`config.mk`:
```
export PLATFORM = sky130hd
export DESIGN_NAME = multicycle_control
export DESIGN_NICKNAME = d
export VERILOG_FILES = /design/src/rtl/multicycle_control_pkg.sv /design/src/rtl/multicycle_control_instr_classify.sv /design/src/rtl/multicycle_control.sv
export SDC_FILE = /design/constraint.sdc
export NUM_CORES = 1
export LEC_CHECK = 0
export CORE_ASPECT_RATIO = 1.5
export CORE_MARGIN = 2
export CORE_UTILIZATION = 47
export DETAILED_ROUTE_END_ITERATION = 10
export PLACE_DENSITY = 0.84
export SKIP_CTS_REPAIR_TIMING = 1
export SLEW_MARGIN = 10
export SYNTH_ARGS = -nofsm -noshare
export SYNTH_HDL_FRONTEND = slang
export SYNTH_HIERARCHICAL = 1
export SYNTH_SLANG_ARGS = --single-unit
```
`constraint.sdc`:
```
create_clock -name clock -period 2.6 [get_ports clock]
set_input_delay 0.26 -clock clock [delete_from_list [all_inputs] [get_ports clock]]
set_output_delay 0.26 -clock clock [all_outputs]
set_load 0.01 [all_outputs]
```
`src/rtl/multicycle_control_pkg.sv`:
```
// Shared types and encodings for the multicycle control unit: FSM states,
// instruction classes, opcode/funct constants and datapath select codes.
package multicycle_control_pkg;

    typedef enum logic [2:0] {
        S_FETCH,
        S_DECODE,
        S_EXEC,
        S_MEM,
        S_WB,
        S_TRAP
    } state_t;

    typedef enum logic [2:0] {
        C_NONE,
        C_LB,
        C_SB,
        C_ORI,
        C_BNE,
        C_RTYPE
    } iclass_t;

    localparam logic [6:0] OP_LB    = 7'b0000011;
    localparam logic [6:0] OP_SB    = 7'b0100011;
    localparam logic [6:0] OP_ORI   = 7'b0010011;
    localparam logic [6:0] OP_BNE   = 7'b1100011;
    localparam logic [6:0] OP_RTYPE = 7'b0110011;

    localparam logic [2:0] F3_LB  = 3'b000;
    localparam logic [2:0] F3_SB  = 3'b000;
    localparam logic [2:0] F3_ORI = 3'b110;
    localparam logic [2:0] F3_BNE = 3'b001;

    localparam logic [6:0] F7_BASE = 7'b0000000;
    localparam logic [6:0] F7_ALT  = 7'b0100000;

    typedef enum logic [1:0] {
        ALU_ADD   = 2'b00,
        ALU_SUB   = 2'b01,
        ALU_OR    = 2'b10,
        ALU_FUNCT = 2'b11
    } alu_op_t;

    typedef enum logic [1:0] {
        IMM_I = 2'b00,
        IMM_S = 2'b01,
        IMM_B = 2'b10
    } imm_sel_t;

    typedef enum logic [1:0] {
        FAULT_NONE    = 2'b00,
        FAULT_ILLEGAL = 2'b01,
        FAULT_BUS     = 2'b10
    } fault_t;

    // {alu_src_b, alu_op, imm_sel} presented while a class is in EXEC
    function automatic logic [4:0] exec_ctrl(input iclass_t c);
        case (c)
            C_LB:    return {1'b1, ALU_ADD, IMM_I};
            C_SB:    return {1'b1, ALU_ADD, IMM_S};
            C_ORI:   return {1'b1, ALU_OR, IMM_I};
            C_RTYPE: return {1'b0, ALU_FUNCT, IMM_I};
            C_BNE:   return {1'b0, ALU_SUB, IMM_B};
            default: return '0;
        endcase
    endfunction

endpackage

```
`src/rtl/multicycle_control_instr_classify.sv`:
```
// Combinational instruction classifier: maps opcode/funct3/funct7 to an
// instruction class and flags any encoding outside the supported subset.
module instr_classify
    import multicycle_control_pkg::*;
(
    input  logic [6:0] opcode,
    input  logic [2:0] funct3,
    input  logic [6:0] funct7,
    output iclass_t    iclass,
    output logic       legal
);

    always_comb begin
        iclass = C_NONE;
        case (opcode)
            OP_LB:    if (funct3 == F3_LB)  iclass = C_LB;
            OP_SB:    if (funct3 == F3_SB)  iclass = C_SB;
            OP_ORI:   if (funct3 == F3_ORI) iclass = C_ORI;
            OP_BNE:   if (funct3 == F3_BNE) iclass = C_BNE;
            OP_RTYPE: if (funct7 == F7_BASE || funct7 == F7_ALT) iclass = C_RTYPE;
            default:  iclass = C_NONE;
        endcase
        legal = (iclass != C_NONE);
    end

endmodule

```
`src/rtl/multicycle_control.sv`:
```
// Multicycle processor control FSM: FETCH/DECODE/EXEC/MEM/WB with a sticky
// TRAP state for illegal instructions and memory-wait timeouts.
module multicycle_control
    import multicycle_control_pkg::*;
#(
    parameter int unsigned TIMEOUT_CYCLES = 15
) (
    input  logic        clock,
    input  logic        reset,
    input  logic [31:0] instrucao,
    input  logic        zero,
    input  logic        mem_ready,
    output logic        mem_read,
    output logic        mem_write,
    output logic        ir_write,
    output logic        pc_write,
    output logic        pc_src,
    output logic        reg_write,
    output logic        alu_src_b,
    output logic [1:0]  alu_op,
    output logic [1:0]  imm_sel,
    output logic        mem_to_reg,
    output logic        trap,
    output logic [1:0]  fault_code
);

    localparam logic [7:0] WAIT_LIMIT = 8'(TIMEOUT_CYCLES - 1);

    state_t     state;
    iclass_t    cls;
    iclass_t    cls_next;
    logic       legal;
    logic [7:0] wait_cnt;
    logic       fetch_done;
    logic       branch_taken;
    logic       unused_instr;

    instr_classify u_classify (
        .opcode (instrucao[6:0]),
        .funct3 (instrucao[14:12]),
        .funct7 (instrucao[31:25]),
        .iclass (cls_next),
        .legal  (legal)
    );

    assign unused_instr = ^{instrucao[24:15], instrucao[11:7]};

    // FETCH only completes once its read request is actually on the bus,
    // which keeps the strobes quiet in the first cycle after reset.
    assign fetch_done   = (state == S_FETCH) && mem_read && mem_ready;
    assign branch_taken = (state == S_EXEC) && (cls == C_BNE) && !zero;
    assign ir_write     = fetch_done;
    assign pc_write     = fetch_done || branch_taken;
    assign pc_src       = branch_taken;

    always_ff @(posedge clock or posedge reset) begin
        if (reset) begin
            state      <= S_FETCH;
            cls        <= C_NONE;
            wait_cnt   <= '0;
            mem_read   <= 1'b0;
            mem_write  <= 1'b0;
            reg_write  <= 1'b0;
            alu_src_b  <= 1'b0;
            alu_op     <= ALU_ADD;
            imm_sel    <= IMM_I;
            mem_to_reg <= 1'b0;
            trap       <= 1'b0;
            fault_code <= FAULT_NONE;
        end else begin
            case (state)
                S_FETCH: begin
                    if (!mem_read) begin
                        mem_read <= 1'b1;
                    end else if (mem_ready) begin
                        state    <= S_DECODE;
                        mem_read <= 1'b0;
                        wait_cnt <= '0;
                    end else if (wait_cnt == WAIT_LIMIT) begin
                        state      <= S_TRAP;
                        mem_read   <= 1'b0;
                        trap       <= 1'b1;
                        fault_code <= FAULT_BUS;
                        wait_cnt   <= '0;
                    end else begin
                        wait_cnt <= wait_cnt + 8'd1;
                    end
                end
                S_DECODE: begin
                    cls <= cls_next;
                    if (legal) begin
                        state <= S_EXEC;
                        {alu_src_b, alu_op, imm_sel} <= exec_ctrl(cls_next);
                    end else begin
                        state      <= S_TRAP;
                        trap       <= 1'b1;
                        fault_code <= FAULT_ILLEGAL;
                    end
                end
                S_EXEC: begin
                    {alu_src_b, alu_op, imm_sel} <= '0;
                    wait_cnt <= '0;
                    case (cls)
                        C_LB: begin
                            state    <= S_MEM;
                            mem_read <= 1'b1;
                        end
                        C_SB: begin
                            state     <= S_MEM;
                            mem_write <= 1'b1;
                        end
                        C_ORI, C_RTYPE: begin
                            state     <= S_WB;
                            reg_write <= 1'b1;
                        end
                        default: begin
                            state    <= S_FETCH;
                            mem_read <= 1'b1;
                        end
                    endcase
                end
                S_MEM: begin
                    if (mem_ready) begin
                        mem_write <= 1'b0;
                        wait_cnt  <= '0;
                        if (cls == C_LB) begin
                            state      <= S_WB;
                            mem_read   <= 1'b0;
                            reg_write  <= 1'b1;
                            mem_to_reg <= 1'b1;
                        end else begin
                            state    <= S_FETCH;
                            mem_read <= 1'b1;
                        end
                    end else if (wait_cnt == WAIT_LIMIT) begin
                        state      <= S_TRAP;
                        mem_read   <= 1'b0;
                        mem_write  <= 1'b0;
                        trap       <= 1'b1;
                        fault_code <= FAULT_BUS;
                        wait_cnt   <= '0;
                    end else begin
                        wait_cnt <= wait_cnt + 8'd1;
                    end
                end
                S_WB: begin
                    state      <= S_FETCH;
                    reg_write  <= 1'b0;
                    mem_to_reg <= 1'b0;
                    mem_read   <= 1'b1;
                end
                default: begin
                    state <= S_TRAP;
                end
            endcase
        end
    end

endmodule

```
==> flow_metrics.tcl, run 1 <==
set metrics [dict create \
    clk_transition_reported_paths_ns 0.09 \
    synth_largest_type_area_fraction 0.384 \
    floorplan.io_pins 51 \
    power.switching_w 0.000155 \
    cell_internal_pwr_w 0.000575 \
    setup_clock_skew_after_layout_ns 0.00680 \
    hold_path_class "in -> async" \
    layout_min_cycle_time_ns 2.34 \
    status "finished clean" \
    commonest_cells_after_routing_fill_and_taps_aside "sky130_fd_sc_hd__clkdlybuf4s50_1, sky130_fd_sc_hd__dfrtp_1, sky130_fd_sc_hd__nor2_1" \
    overflow 0 \
    grt_start_max_net_pins 27 \
    crit_path_required_time_ns 2.80 \
    chipWidth_um 53.0 \
    post_route_cells_drive_above_1_share 0.179 \
    drc 0 \
    dieArea_um2 4110 \
    slew_viol_final 0 \
    setup_viol_count_final 0 \
    worst_slew_pin_slew_ns 0.412 \
    startpoint_type_of_the_worst_setup_path "primary input" \
    first_global_vias 1571 \
    count_of_flip_flops_with_a_built_in_enable_after_synthesis 0 \
    power_frac_comb 0.081 \
    post_synthesis_cell_area_um2 1690 \
    drt_first_pass_iters 4 \
    seq_power_share 0.553 \
    worst_setup_path_end_kind "flop" \
    wl_mm 3.97 \
    antenna-diode-count 0 \
    cts_max_level 1 \
    synth_area_leader_cell "sky130_fd_sc_hd__dfrtp_1" \
    final_design_area_no_fill_um2 2210 \
    drtIter0Drc 44 \
    synth.yosys.seq_area_share 0.384 \
    synth_top_cells_by_area "sky130_fd_sc_hd__dfrtp_1, sky130_fd_sc_hd__nor2_1, sky130_fd_sc_hd__mux2_2" \
    asyncSetResetFlopFracSynth 1.00 \
    place.gp.congestion 0.911 \
    worstPathMaxFanout 5 \
    largestRegisters "wait_cnt: 8 flops, cls: 3 flops, state: 3 flops" \
    vias_per_cell 5.78 \
    critical_path.n_buffers_inverters 1 \
    cts_root_buf "sky130_fd_sc_hd__clkbuf_8" \
    std_cell_rows 26 \
    crit_chain "clkdlybuf4s50_1 -> nor4b_2 -> nand4b_1 -> a221oi_2 -> ha_1 -> or4b_1 -> a21oi_1" \
    tritoncts_num_sinks 26 \
    maxSlewHeadroom 0.724 \
    synth_seq_cells 26 \
    power.leakage_nw 0.947 \
    tritoncts.num_buffers 3 \
    relative_contribution_of_the_clock_network_to_total_power 0.366 \
    postSynth.topFlopCell "sky130_fd_sc_hd__dfrtp_1" \
    placeableCoreArea_um2 3420 \
    hold_viol 0 \
    via_count 1567 \
    netlist-cell-type-count 59 \
    clk_path_buf_depth 2 \
    io_buffers 34 \
    place.detailed.hpwl_mm 3.14 \
    final_common_cell "sky130_fd_sc_hd__clkdlybuf4s50_1" \
    slowest_delay_ns 0.54 \
    postSynthCellCount 183 \
    cts_tree "yes" \
    power.ir.vdd_worst_mv 0.273 \
    path_delay_family "simple AND/OR/NAND/NOR gates" \
    syn_avg_cell_area_um2 9.26 \
    final_net_count 270 \
    route.antenna.remaining_nets 0 \
    setup.worst_path.class "in -> reg" \
    swShare 0.213 \
    drv.max_cap_violation_count 0 \
    grt_use_total 0.218 \
    post_dp_cell_area_um2 2160 \
    critical_path_arrival_ns 2.53 \
    cpMaxStageDelayCell "sky130_fd_sc_hd__clkdlybuf4s50_1" \
    synth_warnings 6 \
    dieHeight_um 77.5 \
    postSynthNetCount 223 \
    registers.top_by_ff_count "wait_cnt" \
    layout_worst_path_cycle_share 0.899 \
    whs_ns 0.333 \
    grt_first_pass_wirelength_mm 6.81 \
    grt_antenna_before_repair 0 \
    area_growth_syn_to_layout_pct 30.6 \
    largest_register_ff_count 8 \
    post_detailed_route_wirelength_per_cell_um 14.6 \
    peak_freq_mhz 428 \
    grt_setup_unrepaired "no" \
    power.density_cell_area_nw_per_um2 330 \
    start_util 0.496 \
    clock_latency_reported_for_the_late_side_of_the_worst_skew_pair_ns 0.27 \
]
cell families (layout without fill, tap and decap cells):
kind of cell	Yosys count	count (layout)	share of synthesized area
and+or+nand+nor	85	85	0.294
AOI/OAI and AO/OA	40	40	0.171
adders and majority gates	4	4	0.0295
DFF	26	26	0.384
muxes	6	6	0.0391
xor gates and xnor gates	9	9	0.0465
buffers and inverters	13	59	0.0362
final timing paths:
check,from,endpoint,slack [ns],cells after the start
max,instrucao[5],alu_op[1],0.26,7
min,reset,alu_op[1],0.33,3
max reg2reg,wait_cnt[0],trap,0.56,6
min reg2reg,trap,trap,0.48,1
max in group asynchronous,reset,wait_cnt[7],2.01,3
min in group clock,trap,trap,0.48,1
area by class of cell:
| class | instances | area [µm²] |
|---|---|---|
| clock buffer | 4 | 55.1 |
| fill | 295 | 1200 |
| inverter | 7 | 26.3 |
| multi-input combinational | 144 | 982 |
| sequential | 26 | 651 |
| tap | 42 | 52.6 |
| timing repair buffer | 48 | 445 |
metrics by stage:
step	setup TNS (ns)	power, W	utilization	instances	setup WS (ns)
after floorplan	0	0.000430	-	183	0.369
after global placement	0	0.000471	0.632	267	0.0136
after detailed placement	-0.0490	0.000472	0.632	267	-0.0490
after CTS	0	0.000737	0.648	271	0.235
after global routing	0	0.000760	0.648	271	0.122
final	0	0.000730	0.648	271	0.263
synth_stat cells, drive strengths merged, types with 5 or more instances:
master and count:
a21oi 9, dfrtp 26, inv 7, mux2 5, nand2 14, nand2b 5, nand3 8, nor2 23
nor2b 5, o21ai 7, xor2 6
routing by layer:
metal	global-route usage	part of all wire	vias to the layer above
met2	0.388	0.56	44
met1	0.243	0.38	757
li1	-	-	758
met4	0.105	0.026	0
met3	0.0308	0.033	8
met5	0	0	-
power by group through the flow:
stage / clock [W] / sequential (W) / combinational [W]
final: 0.000267 / 0.000404 / 0.0000593
after CTS: 0.000273 / 0.000404 / 0.0000604
after global placement: 0 / 0.000412 / 0.0000587
after detailed placement: 0 / 0.000412 / 0.0000602
after global routing: 0.000290 / 0.000404 / 0.0000659
after floorplan: 0 / 0.000412 / 0.0000176
tightest hold or removal path: cells and delay by family:
kind     cells  cell delay, ns
buf+inv      3            0.75
No activity file was read; power rests on OpenSTA's default activity.
==> run 2, diff against run 1 <==
Settings changed: SLEW_MARGIN 10 to unset.
==> results of run 2 <==
No change in the layout: final DEF, timing and power equal those of run 1.
